`src/rtl/reg_seq_engine_pkg.sv`:
```
// Shared encodings and parameter limits for the register sequence engine.
package reg_seq_engine_pkg;

    typedef enum logic [1:0] {
        ST_IDLE = 2'd0,
        ST_LOAD = 2'd1,
        ST_RUN  = 2'd2,
        ST_DONE = 2'd3
    } state_t;

    typedef enum logic [1:0] {
        MODE_ADD  = 2'd0,
        MODE_SUB  = 2'd1,
        MODE_ADC  = 2'd2,
        MODE_RSVD = 2'd3
    } mode_t;

    localparam int WIDTH_MIN = 4;
    localparam int WIDTH_MAX = 32;
    localparam int NREGS_MIN = 3;
    localparam int NREGS_MAX = 16;

endpackage

```
`src/rtl/reg_seq_engine_if.sv`:
```
// Control, readback and status bundle of the register sequence engine.
interface reg_seq_engine_if #(
    parameter int WIDTH = 16
);
    logic             start;
    logic [1:0]       mode;
    logic             halt_on_carry;
    logic [WIDTH-1:0] init_val;
    logic [3:0]       rd_addr;
    logic [WIDTH-1:0] rd_data;
    logic [WIDTH-1:0] rout;
    logic [1:0]       state;
    logic [3:0]       step;
    logic             busy;
    logic             done;
    logic             carry_flag;
    logic             overflow_flag;

    modport master (
        output start, mode, halt_on_carry, init_val, rd_addr,
        input  rd_data, rout, state, step, busy, done, carry_flag, overflow_flag
    );

    modport slave (
        input  start, mode, halt_on_carry, init_val, rd_addr,
        output rd_data, rout, state, step, busy, done, carry_flag, overflow_flag
    );
endinterface

```
`src/rtl/reg_seq_engine_alu.sv`:
```
// Single-step arithmetic: add / subtract / add-with-carry with carry and signed overflow.
module seq_step_alu
    import reg_seq_engine_pkg::*;
#(
    parameter int WIDTH = 16
) (
    input  logic [1:0]       mode,
    input  logic [WIDTH-1:0] a,
    input  logic [WIDTH-1:0] b,
    input  logic             carry_in,
    output logic [WIDTH-1:0] result,
    output logic             carry_out,
    output logic             overflow
);
    logic [WIDTH:0]          ext;
    logic signed [WIDTH-1:0] a_s;
    logic signed [WIDTH-1:0] b_s;
    logic signed [WIDTH-1:0] r_s;

    always_comb begin
        ext = {1'b0, a} + {1'b0, b};
        case (mode)
            MODE_SUB: ext = {1'b0, a} - {1'b0, b};
            MODE_ADC: ext = {1'b0, a} + {1'b0, b} + {{WIDTH{1'b0}}, carry_in};
            default:  ext = {1'b0, a} + {1'b0, b};
        endcase
    end

    // Bit WIDTH of the extended result is the carry for add and the borrow (a < b) for sub.
    assign result    = ext[WIDTH-1:0];
    assign carry_out = ext[WIDTH];

    assign a_s = $signed(a);
    assign b_s = $signed(b);
    assign r_s = $signed(result);

    always_comb begin
        overflow = (a_s[WIDTH-1] == b_s[WIDTH-1]) && (r_s[WIDTH-1] != a_s[WIDTH-1]);
        if (mode == MODE_SUB) begin
            overflow = (a_s[WIDTH-1] != b_s[WIDTH-1]) && (r_s[WIDTH-1] != a_s[WIDTH-1]);
        end
    end
endmodule

```
`src/rtl/reg_seq_engine.sv`:
```
// Register sequence engine: seeds r0/r1, then fills r[i] = f(r[i-1], r[i-2]) one per cycle.
module reg_seq_engine
    import reg_seq_engine_pkg::*;
#(
    parameter int WIDTH = 16,
    parameter int NREGS = 16
) (
    input logic             clk,
    input logic             reset,
    reg_seq_engine_if.slave bus
);
    state_t           state_q;
    state_t           state_d;
    logic [WIDTH-1:0] regs [NREGS_MAX];
    logic [3:0]       idx_q;
    logic [1:0]       mode_q;
    logic             hoc_q;
    logic [WIDTH-1:0] init_q;
    logic [WIDTH-1:0] rout_q;
    logic [3:0]       step_q;
    logic             carry_q;
    logic             ovf_q;
    logic             finish_q;
    logic [WIDTH-1:0] alu_res;
    logic             alu_carry;
    logic             alu_ovf;
    logic             accept;
    logic             run_wr;
    logic             last_wr;

    seq_step_alu #(.WIDTH(WIDTH)) u_alu (
        .mode      (mode_q),
        .a         (regs[idx_q - 4'd1]),
        .b         (regs[idx_q - 4'd2]),
        .carry_in  (carry_q),
        .result    (alu_res),
        .carry_out (alu_carry),
        .overflow  (alu_ovf)
    );

    assign accept  = bus.start && ((state_q == ST_IDLE) || (state_q == ST_DONE));
    // The last write only arms finish_q; the following RUN cycle moves to DONE, which
    // places done exactly NREGS edges after the accepting edge.
    assign run_wr  = (state_q == ST_RUN) && !finish_q;
    assign last_wr = (idx_q == 4'(NREGS - 1)) || (hoc_q && alu_carry);

    always_comb begin
        state_d = state_q;
        case (state_q)
            ST_IDLE: if (bus.start) state_d = ST_LOAD;
            ST_LOAD: state_d = ST_RUN;
            ST_RUN:  if (finish_q) state_d = ST_DONE;
            ST_DONE: if (bus.start) state_d = ST_LOAD;
            default: state_d = ST_IDLE;
        endcase
    end

    always_ff @(posedge clk or posedge reset) begin
        if (reset) begin
            state_q  <= ST_IDLE;
            idx_q    <= 4'd0;
            mode_q   <= 2'd0;
            hoc_q    <= 1'b0;
            init_q   <= '0;
            rout_q   <= '0;
            step_q   <= 4'd0;
            carry_q  <= 1'b0;
            ovf_q    <= 1'b0;
            finish_q <= 1'b0;
            for (int k = 0; k < NREGS_MAX; k++) regs[k] <= '0;
        end else begin
            state_q <= state_d;
            // Run inputs are captured once at acceptance so later input changes cannot leak in.
            if (accept) begin
                mode_q <= bus.mode;
                hoc_q  <= bus.halt_on_carry;
                init_q <= bus.init_val;
            end
            if (state_q == ST_LOAD) begin
                for (int k = 0; k < NREGS_MAX; k++) regs[k] <= (k < 2) ? init_q : '0;
                rout_q   <= init_q;
                step_q   <= 4'd1;
                idx_q    <= 4'd2;
                carry_q  <= 1'b0;
                ovf_q    <= 1'b0;
                finish_q <= 1'b0;
            end else if (run_wr) begin
                regs[idx_q] <= alu_res;
                rout_q      <= alu_res;
                step_q      <= idx_q;
                carry_q     <= alu_carry;
                ovf_q       <= ovf_q | alu_ovf;
                idx_q       <= idx_q + 4'd1;
                finish_q    <= last_wr;
            end
        end
    end

    assign bus.rd_data       = (int'(bus.rd_addr) < NREGS) ? regs[bus.rd_addr] : '0;
    assign bus.rout          = rout_q;
    assign bus.state         = state_q;
    assign bus.step          = step_q;
    assign bus.busy          = (state_q == ST_LOAD) || (state_q == ST_RUN);
    assign bus.done          = (state_q == ST_DONE);
    assign bus.carry_flag    = carry_q;
    assign bus.overflow_flag = ovf_q;
endmodule

```
`src/flat_wrapper.sv`:
```
// flat-port wrapper written by rule: the top's interface ports become plain ports
module reg_seq_engine_flat import reg_seq_engine_pkg::*;
#(
    parameter int WIDTH = 16,
    parameter int NREGS = 16
)
  (clk, reset, bus_start, bus_mode, bus_halt_on_carry, bus_init_val, bus_rd_addr, bus_rd_data, bus_rout, bus_state, bus_step, bus_busy, bus_done, bus_carry_flag, bus_overflow_flag);
  reg_seq_engine_if #(.WIDTH(WIDTH)) bus_i ();
  input logic clk;
  input logic reset;
  input wire logic [$bits(bus_i.start)-1:0] bus_start;
  input wire logic [$bits(bus_i.mode)-1:0] bus_mode;
  input wire logic [$bits(bus_i.halt_on_carry)-1:0] bus_halt_on_carry;
  input wire logic [$bits(bus_i.init_val)-1:0] bus_init_val;
  input wire logic [$bits(bus_i.rd_addr)-1:0] bus_rd_addr;
  output wire logic [$bits(bus_i.rd_data)-1:0] bus_rd_data;
  output wire logic [$bits(bus_i.rout)-1:0] bus_rout;
  output wire logic [$bits(bus_i.state)-1:0] bus_state;
  output wire logic [$bits(bus_i.step)-1:0] bus_step;
  output wire logic [$bits(bus_i.busy)-1:0] bus_busy;
  output wire logic [$bits(bus_i.done)-1:0] bus_done;
  output wire logic [$bits(bus_i.carry_flag)-1:0] bus_carry_flag;
  output wire logic [$bits(bus_i.overflow_flag)-1:0] bus_overflow_flag;
  assign bus_i.start = bus_start;
  assign bus_i.mode = bus_mode;
  assign bus_i.halt_on_carry = bus_halt_on_carry;
  assign bus_i.init_val = bus_init_val;
  assign bus_i.rd_addr = bus_rd_addr;
  assign bus_rd_data = bus_i.rd_data;
  assign bus_rout = bus_i.rout;
  assign bus_state = bus_i.state;
  assign bus_step = bus_i.step;
  assign bus_busy = bus_i.busy;
  assign bus_done = bus_i.done;
  assign bus_carry_flag = bus_i.carry_flag;
  assign bus_overflow_flag = bus_i.overflow_flag;
  reg_seq_engine #(.WIDTH(WIDTH), .NREGS(NREGS)) u_core (.clk(clk), .reset(reset), .bus(bus_i));
endmodule
```
`config.mk`:
```
export PLATFORM = sky130hd
export DESIGN_NAME = reg_seq_engine_flat
export DESIGN_NICKNAME = d
export VERILOG_FILES = /design/src/rtl/reg_seq_engine_pkg.sv /design/src/rtl/reg_seq_engine_if.sv /design/src/rtl/reg_seq_engine_alu.sv /design/src/rtl/reg_seq_engine.sv /design/src/flat_wrapper.sv
export SDC_FILE = /design/constraint.sdc
export NUM_CORES = 1
export LEC_CHECK = 0
export ABC_AREA = 1
export CORE_AREA = 2 2 231 233
export DETAILED_ROUTE_END_ITERATION = 7
export DIE_AREA = 0 0 233 235
export SLEW_MARGIN = 20
export SYNTH_ARGS = -nofsm -noshare
export SYNTH_HDL_FRONTEND = slang
export SYNTH_SLANG_ARGS = --single-unit
```
`constraint.sdc`:
```
create_clock -name clk -period 11.9 [get_ports clk]
set_clock_uncertainty 0.1 [all_clocks]
set_input_delay 1.19 -clock clk [delete_from_list [all_inputs] [get_ports clk]]
set_output_delay 1.19 -clock clk [all_outputs]
set_load 0.01 [all_outputs]
```
; Yosys cells after proc, flatten, opt, wreduce, memory -nomap -nowiden
; Cells that the tools add are included.
[op_classes]
bitwise = 5
n_reduce_logical = 14
n_mux = 31
n_eq_ne = 11
order_cmp = 5
n_addsub = 6
[ops]
columns = cell, n
row1 = $mux 256, 2
row2 = $bwmux 256, 1
row3 = $bmux 16 s4, 3
row4 = $mux 16, 9
row5 = $demux 16 s4, 1
row6 = $pmux 17 s2, 1
row7 = $ge 5x5->1 const B, 4
row8 = $not 4->5, 4
row9 = $add 16x16->17, 1
row10 = $add 17x1->17, 1
row11 = $sub 16x16->17, 1
row12 = $mux 4, 4
row13 = $mux 1, 7
row14 = $eq 2x2->1 const B, 3
row15 = $logic_and 1x1->1, 6
row16 = $pmux 2 s3, 1
row17 = $lt 5x1->1 const B, 1
row18 = $add 4x1->4 const B, 1
row19 = $eq 2x1->1 const B, 2
row20 = $eq 4x4->1 const B, 1
row21 = $mux 2, 2
row22 = $ne 2x1->1 const B, 2
row23 = $sub 4x1->4 const B, 1
row24 = $sub 4x2->4 const B, 1
row25 = 9 further kinds, 12
[word_totals]
out_inout_bits = 42
ff_bits = 304

; Logic depth before layout (Yosys ltp)
[logic_depth]
depth_word = 14
mapped_depth = 37
ltp_nobuf = 32

; Modules after synthesis
; A second synthesis with hierarchy kept.
[hier_totals]
hier_cells = 3265
hier_area_um2 = 21989.8
[by_module_without_submodules]
columns = mod, area_each_um2, instances, cells_per_inst
row1 = reg_seq_engine, 19429.9, 1, 2798
row2 = seq_step_alu, 2560.0, 1, 467

; Worst setup path before layout
; OpenSTA, ideal clock, no wires.
[synth_path]
path_kind = register to register
from = register u_core.idx_q[1]
to = register u_core.regs[158] in the netlist's numbering
n_path_buf = 6
path_stages_with_launch = 29
arrival_ns = 4.684
path_slack_ns = 6.976
path_cell_list = dfrtp_1 -> clkbuf_1 -> inv_1 -> clkbuf_1 -> ha_1 -> clkbuf_1 -> inv_1 -> clkbuf_1 -> buf_1 -> a211oi_1 -> o31ai_1 -> inv_1 -> ha_1 -> fa_1 -> ha_1 -> inv_1 -> nor2_2 -> nand3_4 -> nor2_4 -> nand2_2 -> nor2_4 -> nand2_2 -> nor2_4 -> a21oi_1 -> nand2_1 -> nand3_2 -> nand2_4 -> buf_6 -> o22ai_2
[synth_between]
elab_chain_len = 11
word_cells_on_any_way = 23
[synth_rtl]
columns = element, line
row1 = "start, declared", reg_seq_engine.sv:15  ; logic [3:0] idx_q;
row2 = "start signal, assigned", reg_seq_engine.sv:93  ; idx_q <= idx_q + 4'd1;
row3 = $sub 4x1->4 or $sub 4x2->4 (tied branches), "reg_seq_engine.sv:33, reg_seq_engine.sv:34"
row4 = "$not 4->5, on equally long branches", "reg_seq_engine.sv:33, reg_seq_engine.sv:34"
row5 = "$bmux 16 s4, on equally long branches", "reg_seq_engine.sv:33, reg_seq_engine.sv:34"
row6 = "$mux 16, on equally long branches (2 in series)", "reg_seq_engine.sv:33, reg_seq_engine.sv:34"
row7 = $add 16x16->17, "reg_seq_engine_alu.sv:24, reg_seq_engine_alu.sv:25"
row8 = $add 17x1->17, reg_seq_engine_alu.sv:24  ; MODE_ADC: ext = {1'b0, a} + {1'b0, b} + {{WIDTH{1'b0}}, carry_in};
row9 = $pmux 17 s2, reg_seq_engine_alu.sv:22  ; case (mode)
row10 = $bwmux 256 (*), reg_seq_engine.sv:88  ; regs[idx_q] <= alu_res;
row11 = $mux 256 (*), reg_seq_engine.sv:87  ; end else if (run_wr) begin
row12 = $mux 256 (*), reg_seq_engine.sv:79  ; if (state_q == ST_LOAD) begin
row13 = "end signal, assigned by index", reg_seq_engine.sv:88
row14 = "end, declared", reg_seq_engine.sv:14  ; logic [WIDTH-1:0] regs [NREGS_MAX];
; Mark *: on every way between the ends. The rest lies on a longest branch, timed or not. The select of a mux whose other input is x is not followed.
; A chain may end at the register's enable or synchronous reset.

; Worst setup path in the final report
[layout_path]
from = register u_core.idx_q[1]
to = register u_core.regs[250] in the netlist's numbering
; The elaborated chain is that of the path after synthesis.

==> implementation parameters <==
Parameter                              Value

Status
  Status    complete, no violations

Job
  Max-capacitance violation count    0

Setup path
  Crit Path Class    flop to flop
  Largest stage delay, worst path    0.73 ns
  Critical path's slowest cell    xor2_2
  Crit path arrival time    8.02 ns
  Cell count of the worst reg-to-reg path    28
  CP bufs+invs    6
  Cell type with the highest occurrence count on the critical path    nand2_1
  Critical Path Stages    28
  Largest delay share family, worst path    simple AND/OR/NAND/NOR gates
  Startpoint types    flop
  Crit path max fanout    36
  CP Data Required Time    12.30 ns
  Endpoint type of the worst setup path    flop

Synthesis
  Count of yosys warnings during synthesis    0
  Synth Area per Inst    7.15 um^2
  Post-Syn Nets    2974
  Post-synthesis instance area    20700 um^2
  Part of the Yosys area used for sequential elements    36.7%
  Post-synthesis instance total    2899
  Top post-synthesis cells by count    o21ai_0 (463), nand2_1 (409), a21oi_1 (382)
  Area share of the leading cell type in the synthesized netlist    36.7%
  Main flop type after synthesis    dfrtp_1
  Most common cell in the synthesized netlist    o21ai_0
  Number of unique standard cell types used by synthesis    49
  Count of flip-flops with a built-in enable after synthesis    0
  Share of flip-flops with an asynchronous set or reset    100%
  Leading area contributor after synthesis    dfrtp_1
  Largest cells by area after synthesis    dfrtp_1 (37%), o21ai_0 (11%), a21oi_1 (9.2%)
  Register bit count reported by yosys    304

CTS
  Clock H-tree levels    2
  Post-cts hold buffer count    0
  Post-CTS setup buffers    0
  Clock latency reported for the late side of the worst-skew pair    0.57 ns
  CTS resizes    0
  Number of clock sinks    304
  Root cell of the clock tree    clkbuf_16
  Clk slew on worst S/H paths    0.06 ns
  TritonCTS clock tree    built
  Clock buffer count from CTS    36
  Buffers from clock root to sink, at most    3

Global route
  Initial antenna violation count    2
  Global router's overall resource usage    32.3%
  Overflow left after global routing    0
  Vias in the first global route    20700
  Largest net degree at the start of global routing    100
  Wire length of the first global-routing pass    134 mm

Die
  Chip height    235 um
  Total Die Area    54800 um^2
  Horiz. Die Dim    233 um
  Standard cell core area    52200 um^2
  # IOs    68
  Starting density of the core    39.7%
  Core Rows    84

Timing
  Minimum clock period    7.62 ns
  Slew headroom    15.6%
  Count of final max-slew check failures    0
  Total of endpoints with negative setup slack in the final report    0
  RSZ-0062 raised after global routing    false
  Accumulated negative setup slack    0 ns
  Final Hold Vio Count    0
  Slew at the pin with the worst max-slew slack    1.25 ns
  Post-route clock period utilization    64.1%
  Peak Freq    131 MHz

Detailed routing
  Routed wire length    90.3 mm
  # DRC    0
  Vias    22200
  Mean routed wirelength per cell    25.5 um
  Via/cell ratio    6.27
  Count of routing violations after the opening detailed-route iteration    3096
  Length of the first detailed-routing pass in iterations    6
  Antenna violation net count after detailed routing    0

Worst hold path
  Type of the tightest min-delay check    flop to flop
  Number of instances on the worst hold path    2

Placed design
  Half-perimeter wire length after detailed placement    59.1 mm
  Number of I/O port buffers    67
  Final Wtd Congestion    0.969

Cells and area
  Area added between synthesis and finish    10.5%
  Share of post-route cells with drive strength above 1    6.50%
  Net total in the final layout    2892
state kept, by name, summed over array words and instances, names as in the netlist:
register                  count
u_core.finish_q               1
u_core.bus.rout              16
u_core.bus.overflow_flag      1
u_core.regs                 256
u_core.mode_q                 2
u_core.bus.carry_flag         1
u_core.bus.state              2
u_core.init_q                16
u_core.hoc_q                  1
u_core.idx_q                  4
u_core.bus.step               4
worst reg2reg max path: cells and delay by family, from the launching register on:
family	cells	cell delay (ns)
AO/OA/AOI/OAI	3	0.78
XOR/XNOR	1	0.73
adder cells (fa/ha/maj)	2	0.88
buffers and inverters	6	2.15
flip-flops	1	0.38
AND/OR/NAND/NOR	16	2.53
routing by layer:
layer,up-vias,GRT usage (%),wire (um)
li1,9917,-,-
met1,10600,43.2,36200
met2,1332,47.8,39400
met3,278,7.15,8980
met4,4,19.0,5680
met5,-,0,33
final cells by class:
class / count / area, um^2
Sequential cell: 304 / 7610
Clock inverter: 4 / 52.6
Inverter: 376 / 1420
Multi-Input combinational cell: 1987 / 10800
Clock buffer: 62 / 1140
Antenna cell: 2 / 5.00
Timing Repair Buffer: 112 / 1010
Tap cell: 688 / 861
Fill cell: 5305 / 29300
stage by stage:
stage          hold slack [ns]  util, %  worst slack (ns)  cells  area, um^2
2_1_floorplan            0.350        -              2.21   2899       20700
3_3_place_gp             0.365     41.6              4.64   3467       21700
3_5_place_dp             0.370     41.6              4.57   3467       21700
4_1_cts                  0.386     43.8              4.52   3533       22900
5_1_grt                  0.416     43.9              4.05   3533       22900
6_report                 0.389     43.9              4.28   3535       22900
logic make-up (layout without fill, tap and decap cells):
family / count (synthesis) / in the layout / synth area share [%]
flip-flops: 304 / 304 / 36.7
XOR/XNOR: 2 / 2 / 0.0845
buffers and inverters: 608 / 554 / 11.3
other: 0 / 2 / 0
multiplexers: 17 / 17 / 0.923
AO/OA/AOI/OAI: 1224 / 1224 / 33.6
AND/OR/NAND/NOR: 695 / 695 / 14.4
adder cells (fa/ha/maj): 49 / 49 / 3.03
cell usage in the layout, fill, tap and decap left out, types with 4 or more instances in the layout:
cell,count
nand2_1,409
buf_4,45
nand2_2,13
o21ai_1,12
o21ai_0,463
nor2_4,5
clkbuf_1,13
inv_2,9
nand3_2,8
nor2_2,4
o311ai_0,47
a31oi_1,15
clkbuf_8,12
nor2_1,116
nand4_1,7
nand3_1,116
o31ai_1,15
o22ai_1,187
a21oi_1,382
inv_1,362
clkbuf_16,37
o221ai_1,32
clkdlybuf4s50_1,65
mux2_2,17
o211ai_1,9
ha_1,46
a211oi_1,37
o22ai_2,12
dfrtp_1,302
final timing paths:
kind                                    startpoint                  to  slack (ns)
worst max-delay path               u_core.idx_q[1]    u_core.regs[250]        4.28
worst min-delay path            u_core.bus.step[0]  u_core.bus.step[0]        0.39
worst max register to register     u_core.idx_q[1]    u_core.regs[250]        4.28
worst min register to register  u_core.bus.step[0]  u_core.bus.step[0]        0.39
max in group asynchronous                    reset    u_core.regs[233]        9.13
min in group asynchronous                    reset    u_core.regs[104]        1.04
Power is left out: the tool's default activity adds up to more than one toggle a clock period on the data nets, which glitch-free logic cannot reach.
